File: src/rtl/counter64_api.sv
`default_nettype none
// ============================================================================
// Module      : counter64_api
// Description : Register-bus front end for a bank of counter64 instances.
//               Decodes API reads and writes.
//               Returns 64-bit counter values as a coherent MSB-then-LSB pair.
//               Drives the per-counter clear and LSB-sample strobes.
//               Flags out-of-sequence and dropped requests in sticky bits.
//               Optional macro COUNTER64_API_READ_CLEAR_EN: an LSB read also
//               clears the counter that was read.
// Revision    : 1.0 - initial release
// ============================================================================
module counter64_api #(
    parameter int NUM_COUNTERS = 8,
    parameter int ADDR_W       = 8
) (
    input  logic                      i_clk,
    input  logic                      i_reset,
    input  logic                      i_cs,
    input  logic                      i_we,
    input  logic [ADDR_W-1:0]         i_address,
    input  logic [31:0]               i_write_data,
    output logic [31:0]               o_read_data,
    output logic                      o_read_valid,
    output logic                      o_busy,
    input  logic [32*NUM_COUNTERS-1:0] i_msb,
    input  logic [32*NUM_COUNTERS-1:0] i_lsb,
    output logic [NUM_COUNTERS-1:0]   o_rst,
    output logic [NUM_COUNTERS-1:0]   o_lsb_sample
);

    localparam logic [7:0] c_CTRL_ADDR   = 8'h80;
    localparam logic [7:0] c_STATUS_ADDR = 8'h81;
    localparam logic [7:0] c_NUM_CNT     = 8'(NUM_COUNTERS);

    typedef enum logic [1:0] {
        ST_IDLE = 2'd0,
        ST_CLR1 = 2'd1,
        ST_CLR2 = 2'd2
    } state_t;

    state_t                  r_state;
    logic                    r_busy;
    logic [NUM_COUNTERS-1:0] r_rst;
    logic [31:0]             r_read_data;
    logic                    r_read_valid;
    logic                    r_armed;
    logic [5:0]              r_armed_idx;
    logic                    r_seq_err;
    logic                    r_drop_err;

    logic                    w_accept;
    logic                    w_rd;
    logic                    w_wr;
    logic                    w_drop_evt;
    logic [7:0]              w_lo;
    logic                    w_hi_zero;
    logic                    w_cnt_region;
    logic [5:0]              w_idx;
    logic                    w_idx_ok;
    logic                    w_is_lsb;
    logic                    w_msb_rd;
    logic                    w_lsb_rd;
    logic                    w_status_wr;
    logic                    w_ctrl_wr;
    logic                    w_seq_evt;
    logic                    w_armed_match;
    logic                    w_armed_hit;
    logic [31:0]             w_msb_word;
    logic [31:0]             w_lsb_word;
    logic [31:0]             w_rdata;
    logic [NUM_COUNTERS-1:0] w_idx_onehot;
    logic [NUM_COUNTERS-1:0] w_ctrl_mask;
    logic [NUM_COUNTERS-1:0] w_rc_mask;
    logic [NUM_COUNTERS-1:0] w_clr_mask;
    logic                    w_unused_ok;

    // Request qualification; nothing is accepted while reset is asserted so
    // the combinational sample strobe stays quiet during reset.
    assign w_accept   = i_cs & ~r_busy & ~i_reset;
    assign w_rd       = w_accept & ~i_we;
    assign w_wr       = w_accept & i_we;
    assign w_drop_evt = i_cs & r_busy;

    // Address decode: 0x00..0x7F is the counter window, 2k = MSB, 2k+1 = LSB.
    assign w_lo         = i_address[7:0];
    assign w_hi_zero    = ((i_address >> 8) == '0);
    assign w_cnt_region = w_hi_zero & ~w_lo[7];
    assign w_idx        = w_lo[6:1];
    assign w_is_lsb     = w_lo[0];
    assign w_idx_ok     = w_cnt_region && (int'(w_idx) < NUM_COUNTERS);
    assign w_msb_rd     = w_rd & w_idx_ok & ~w_is_lsb;
    assign w_lsb_rd     = w_rd & w_idx_ok & w_is_lsb;
    assign w_status_wr  = w_wr & w_hi_zero & (w_lo == c_STATUS_ADDR);
    assign w_ctrl_wr    = w_wr & w_hi_zero & (w_lo == c_CTRL_ADDR);

    assign w_armed_match = r_armed && (r_armed_idx == w_idx);
    assign w_seq_evt     = w_lsb_rd & ~w_armed_match;

    // Every bit of the write data is architecturally visible only through
    // the slices used below; this reduction keeps the rest accounted for.
    assign w_unused_ok = &{1'b0, i_write_data};

    // Counter word select, one-hot of the addressed counter and armed-hit test.
    always_comb begin
        w_msb_word   = '0;
        w_lsb_word   = '0;
        w_idx_onehot = '0;
        w_armed_hit  = 1'b0;
        for (int k = 0; k < NUM_COUNTERS; k++) begin
            if (int'(w_idx) == k) begin
                w_msb_word      = i_msb[32*k +: 32];
                w_lsb_word      = i_lsb[32*k +: 32];
                w_idx_onehot[k] = 1'b1;
            end
            if ((int'(r_armed_idx) == k) && w_clr_mask[k]) begin
                w_armed_hit = 1'b1;
            end
        end
    end

    // MSB reads ask the addressed counter to capture its LSB this cycle.
    assign o_lsb_sample = w_msb_rd ? w_idx_onehot : '0;

    // Clear mask from CTRL writes, plus the optional read-to-clear source.
    assign w_ctrl_mask = i_write_data[31] ? {NUM_COUNTERS{1'b1}}
                                          : i_write_data[NUM_COUNTERS-1:0];
`ifdef COUNTER64_API_READ_CLEAR_EN
    assign w_rc_mask = w_lsb_rd ? w_idx_onehot : '0;
`else
    assign w_rc_mask = '0;
`endif
    assign w_clr_mask = (w_ctrl_wr ? w_ctrl_mask : '0) | w_rc_mask;

    // Read data mux for the register map; unmapped addresses read zero.
    always_comb begin
        w_rdata = '0;
        if (w_idx_ok) begin
            w_rdata = w_is_lsb ? w_lsb_word : w_msb_word;
        end else if (w_hi_zero && (w_lo == c_STATUS_ADDR)) begin
            w_rdata = {16'h0000, c_NUM_CNT, 6'b000000, r_drop_err, r_seq_err};
        end
    end

    // Read response, arming, sticky errors and the clear/busy sequencer.
    always_ff @(posedge i_clk) begin
        if (i_reset) begin
            r_state      <= ST_IDLE;
            r_busy       <= 1'b0;
            r_rst        <= '0;
            r_read_data  <= '0;
            r_read_valid <= 1'b0;
            r_armed      <= 1'b0;
            r_armed_idx  <= '0;
            r_seq_err    <= 1'b0;
            r_drop_err   <= 1'b0;
        end else begin
            r_read_valid <= w_rd;
            if (w_rd) begin
                r_read_data <= w_rdata;
            end

            if (w_msb_rd) begin
                r_armed     <= 1'b1;
                r_armed_idx <= w_idx;
            end else if ((w_lsb_rd && w_armed_match) || w_armed_hit) begin
                r_armed <= 1'b0;
            end

            // A new error event wins over a same-cycle write-one-to-clear.
            r_seq_err  <= w_seq_evt |
                          (r_seq_err & ~(w_status_wr & i_write_data[0]));
            r_drop_err <= w_drop_evt |
                          (r_drop_err & ~(w_status_wr & i_write_data[1]));

            case (r_state)
                ST_IDLE: begin
                    if (|w_clr_mask) begin
                        r_state <= ST_CLR1;
                        r_busy  <= 1'b1;
                        r_rst   <= w_clr_mask;
                    end else begin
                        r_rst   <= '0;
                    end
                end
                ST_CLR1: begin
                    r_state <= ST_CLR2;
                    r_rst   <= '0;
                end
                ST_CLR2: begin
                    r_state <= ST_IDLE;
                    r_busy  <= 1'b0;
                end
                default: begin
                    r_state <= ST_IDLE;
                    r_busy  <= 1'b0;
                    r_rst   <= '0;
                end
            endcase
        end
    end

    assign o_read_data  = r_read_data;
    assign o_read_valid = r_read_valid;
    assign o_busy       = r_busy;
    assign o_rst        = r_rst;

endmodule
`default_nettype wire
File: config.mk
export PLATFORM = sky130hd
export DESIGN_NAME = counter64_api
export DESIGN_NICKNAME = d
export VERILOG_FILES = /design/src/rtl/counter64_api.sv
export SDC_FILE = /design/constraint.sdc
export NUM_CORES = 1
export LEC_CHECK = 0
export CORE_AREA = 4 4 233 235
export CTS_BUF_LIST = sky130_fd_sc_hd__clkbuf_16
export DETAILED_ROUTE_END_ITERATION = 6
export DIE_AREA = 0 0 237 239
export PLACE_DENSITY = 0.37
export RECOVER_POWER = 25
export SLEW_MARGIN = 20
export SYNTH_ARGS = -nofsm -noshare
export SYNTH_HDL_FRONTEND = slang
export SYNTH_SLANG_ARGS = --single-unit
File: constraint.sdc
create_clock -name i_clk -period 3.4 [get_ports i_clk]
set_input_delay 0.51 -clock i_clk [delete_from_list [all_inputs] [get_ports i_clk]]
set_output_delay 0.51 -clock i_clk [all_outputs]
set_load 0.005 [all_outputs]
* After elaboration in Yosys (flattened, before gate mapping)
Index checks and enable logic that the tools add are counted.
** Storage, ports and cells
- RAM bits :: 0
- Output and inout port bits :: 50
- Memories :: 0
- Bits in registers :: 53
- ROM bits :: 0
- Word-level logic and storage cells :: 120
- Bits of input ports :: 556
- Latch bits :: 0
** Operators by class
- Reduce and logical (&&, ||, !) cells :: 18
- Shift-type cells :: 0
- Order comparisons :: 1
- Add/subtract/negate cells :: 0
- Eq/ne operators :: 20
- Multiply operators :: 0
- Bitwise gates (word level) :: 26
- Div/mod/pow operators :: 0
- Multiplexer cells :: 46
** Operator list (number)
- $mux 32 :: 18
- $eq 6x4->1 const B :: 8
- $mux 8 :: 4
- $eq 6x3->1 const B :: 4
- $mux 1 :: 19
- $eq 8x8->1 const B :: 2
- $pmux 8 s2 :: 1
- $and 1x1->1 :: 15
- $eq 6x2->1 const B :: 2
- $logic_not 6->1 :: 2
- $mux 12 :: 1
- $logic_and 1x1->1 :: 11
- $not 1->1 :: 9
- $reduce_or 8->1 :: 1
- $eq 6x6->1 :: 1
- $lt 6x4->1 const B :: 1
- $pmux 2 s2 :: 1
- $eq 2x1->1 const B :: 1
- $eq 2x2->1 const B :: 1
- $logic_not 2->1 :: 1
- $mux 2 :: 1
- $ne 2x2->1 const B :: 1
- $or 1x1->1 :: 2
- $pmux 1 s2 :: 1
- other kinds (3) :: 3

* Depth between registers and ports, before layout
- Depth after elaboration :: 18
- Depth in mapped cells :: 10
- Gate-level depth less buffers :: 6

* Worst setup path before layout
Ideal clock, no wire load.
- Path kind :: input to output
- From :: input i_reset
- To :: output o_lsb_sample[0]
- Slack :: 0.693 ns
- Buffers on the path :: 4
- Stages on the path :: 8
- Data arrival time :: 2.197 ns
- Data required time :: 2.890 ns
- Cell sequence :: buf_6 -> or4b_1 -> buf_2 -> or3_1 -> buf_6 -> nor2_1 -> buf_2 -> and3_1
** Between the ends
- Longest elaborated chain between the ends :: 6
** Ends and longest elaborated chain
- from (decl) :: line 18 : input logic i_reset,
- $not 1->1 :: line 80 : assign w_accept = i_cs & ~r_busy & ~i_reset;
- $and 1x1->1 :: line 80
- $and 1x1->1 :: line 81 : assign w_rd = w_accept & ~i_we;
- $and 1x1->1 (2 in a row) :: line 92 : assign w_msb_rd = w_rd & w_idx_ok & ~w_is_lsb;
- $mux 8 :: line 123 : assign o_lsb_sample = w_msb_rd ? w_idx_onehot : '0;
- to (decl) :: line 29 : output logic [NUM_COUNTERS-1:0] o_lsb_sample
Every way passes these cells.

* Final worst setup path
- From :: input i_cs
- To :: output o_lsb_sample[0]
** Between the ends
- Longest elaborated chain between the ends :: 6
** Ends and longest elaborated chain
- from (decl) :: line 19 : input logic i_cs,
- $and 1x1->1 (2 in a row) :: line 80
- $and 1x1->1 :: line 81
- $and 1x1->1 (2 in a row) :: line 92
- $mux 8 :: line 123
Every way passes these cells.

==> qor.csv <==
metric,value,unit
status,"finished, final reports clean",
drt drc,0,
Post-synth ARST share,0,
max cap viols,0,
warnings from Yosys,0,
RSZ-0062 raised after global routing,no,
H-Tree Depth,2,
kind of critical path,in2out,
clk_lat worst skew,0.33,ns
Final Cycle Share,0.9716,
CP Max Fanout,5,
Final ANT Viol Nets,0,
Pwr Density,176.7,mW/mm2
Pleak,0.004627,uW
total CTS buffers,5,
Highest Clock Rate,302.7,MHz
Final Setup Violations,0,
Post-Syn Instances,790,
wire length of the first global-routing pass,72.20,mm
synth unique cells,57,
placed cells,2038,
Final GP Congestion,0.8453,
Mapped Nets,1346,
Synth area leaders,"dfxtp_1 (17%), mux4_2 (17%), a22oi_1 (7.5%), a21oi_1 (6.4%), o21ai_0 (5.8%)",
Hold Startpoint,o_rst[6],
grt ovf,0,
Min-Delay Path Class,reg2reg,
area post-placement,0.01314,mm2
Post-synth EDFFs,0,
clk sink count,53,
Final Max Slew Viols,0,
syn avg cell area,7.892,um2
clock transition at the registers of the reported paths,0.09,ns
DR pass1 iterations,7,
vias post-DR,9203,
top_reg_cell synth,dfxtp_1,
CTS Root Buffer Type,clkbuf_16,
Die Wd,237,um
mean number of vias per cell,4.487,
synthesis-to-layout area growth,113.6,%
routed wire length,52.36,mm
DIE AREA,0.05664,mm2
Synth area leader,dfxtp_1,
peak supply drop,0.0001954,V
# nets final,1913,
Final Non-Filler Cells,2051,
Synth Register Bits,53,
final hold violation count,0,
maximum root-to-sink buffer count,2,
fill count,5667,
area of the core,0.05224,mm2
Tmin final,3.304,ns
vias in the first global route,9893,
post-DP HPWL,43.91,mm
GRT Total Usage,0.1745,
Initial Utilization,0.1194,
"Non-Filler Cell Area, Final",0.01332,mm2
nature of the critical path endpoint,primary output,
largest net degree at the start of global routing,61,
Initial DRC Count,507,
layout cells sized above 1,0.1053,
TritonCTS clock tree,yes,
r2r startpoint,o_busy,
crit path from,i_cs,
CP Data Required Time,2.89,ns
area taken by flip-flops and latches,0.001061,mm2
arrival time worst endpoint,2.79,ns
critical path startpoint category,primary input,
top-area cell type share of the netlist area,0.1702,
post-route setup TNS,0,ns
sequential share of the synthesized area,0.1702,
Ports,606,
number of port buffers,582,
skew final,0.001912,ns
Die Height,239,um
DR WL/cell,25.53,um
footprint of the multi-input gates,0.004866,mm2
synthesized area,0.006235,mm2
site row count,84,
Worst slew margin,0.1082,
Worst Tran Pin Value,1.338,ns
initial antenna violation count,11,
power breakdown:
group / switching, uW / internal [uW]
logic: 388 / 724
registers: 1.21 / 622
clock network: 333 / 286
total: 722 / 1630
layout make-up:
cell class / instances / area share
Timing Repair Buffer: 644 / 0.4769
Clock buffer: 5 / 0.009396
Inverter: 3 / 0.0008456
Multi-Input combinational cell: 650 / 0.3654
Clock inverter: 3 / 0.002161
Antenna cell: 5 / 0.0009396
Tap cell: 688 / 0.06464
Sequential cell: 53 / 0.07968
flip-flops by register name, indices dropped and copies added (netlist names):
| signal | cells |
|---|---|
| r_seq_err | 1 |
| r_armed_idx | 6 |
| o_read_valid | 1 |
| o_read_data | 32 |
| r_drop_err | 1 |
| o_busy | 1 |
| r_state | 2 |
| o_rst | 8 |
| r_armed | 1 |
worst max-delay path, cell delays in order:
cell             delay (ns)
clkdlybuf4s50_1        0.52
or4b_4                 0.52
or3_4                  0.41
nor2_4                 0.11
and3_1                 0.17
clkdlybuf4s50_1        0.55
cells by family (layout without fill, tap and decap cells):
family,Yosys count,in the layout,share of synthesized area
mux,85,85,0.2298
xor+xnor,6,6,0.008430
buf+inv,87,655,0.06101
simple gates,213,213,0.1632
compound gates,346,346,0.3675
flops,53,53,0.1702
other cells,0,5,0
through the flow:
step	hold slack, ns	utilization	setup WS (ns)	power, uW
5_1_grt	0.4940	0.2548	0.006605	2475
4_1_cts	0.4742	0.2546	0.03419	2402
3_3_place_gp	0.4441	0.2515	-0.1070	1752
2_1_floorplan	0.4487	-	0.6932	948.8
6_report	0.4666	0.2549	0.09639	2353
3_5_place_dp	0.4487	0.2515	-0.1300	1755
metal layers:
metal	GRT usage	vias to the layer above	routed length, um
met1	0.2249	4461	22270
met3	0.04372	43	3804
met2	0.2959	416	25370
met4	0.03804	10	847
li1	-	4273	-
met5	0	-	69
cell usage after synthesis, types with 6 or more instances:
cell type  number
o211ai_1       12
dfxtp_1        53
a21oi_1        80
nand2_1        92
a22o_1          9
nand3_1        11
mux4_2         46
clkbuf_1       47
a22oi_1        62
a222oi_1        6
a2bb2oi_1      11
nor3b_1         6
nor2_1         47
a221oi_1       32
o21a_1         12
nor3_1         17
mux2i_1        34
buf_1          13
o21ai_0        72
a31oi_1        16
buf_2          19
o22ai_1         8
final timing paths:
kind	end	slack [ns]	cells past startpoint
setup / recovery	o_lsb_sample[0]	0.1	6
hold / removal	o_rst[6]	0.47	2
setup reg to reg	o_read_data[23]	0.79	8
hold reg to reg	o_rst[6]	0.47	2
cells in the final DEF (no fill, tap or decap), types with 6 or more instances in the layout:
| cell | instances |
|---|---|
| a21oi_1 | 80 |
| a221oi_1 | 32 |
| a222oi_1 | 6 |
| a22o_1 | 9 |
| a22oi_1 | 62 |
| a2bb2oi_1 | 11 |
| a31oi_1 | 16 |
| buf_12 | 6 |
| buf_4 | 55 |
| clkdlybuf4s50_1 | 554 |
| dfxtp_1 | 53 |
| dlygate4sd3_1 | 23 |
| mux2i_1 | 34 |
| mux4_2 | 46 |
| nand2_1 | 91 |
| nand3_1 | 11 |
| nor2_1 | 42 |
| nor3_1 | 16 |
| nor3b_1 | 6 |
| o211ai_1 | 12 |
| o21a_1 | 12 |
| o21ai_0 | 72 |
| o22ai_1 | 8 |
what timing repair did:
| item | in CTS | in global routing |
|---|---|---|
| endpoints found under the setup margin | 6 | 2 |
| hold buffers | 0 | 0 |
| buffers inserted | 0 | 0 |
| gates resized for setup | 1 | 2 |
| endpoints found under the hold margin | 0 | 0 |
No activity file was read; power rests on OpenSTA's default activity.
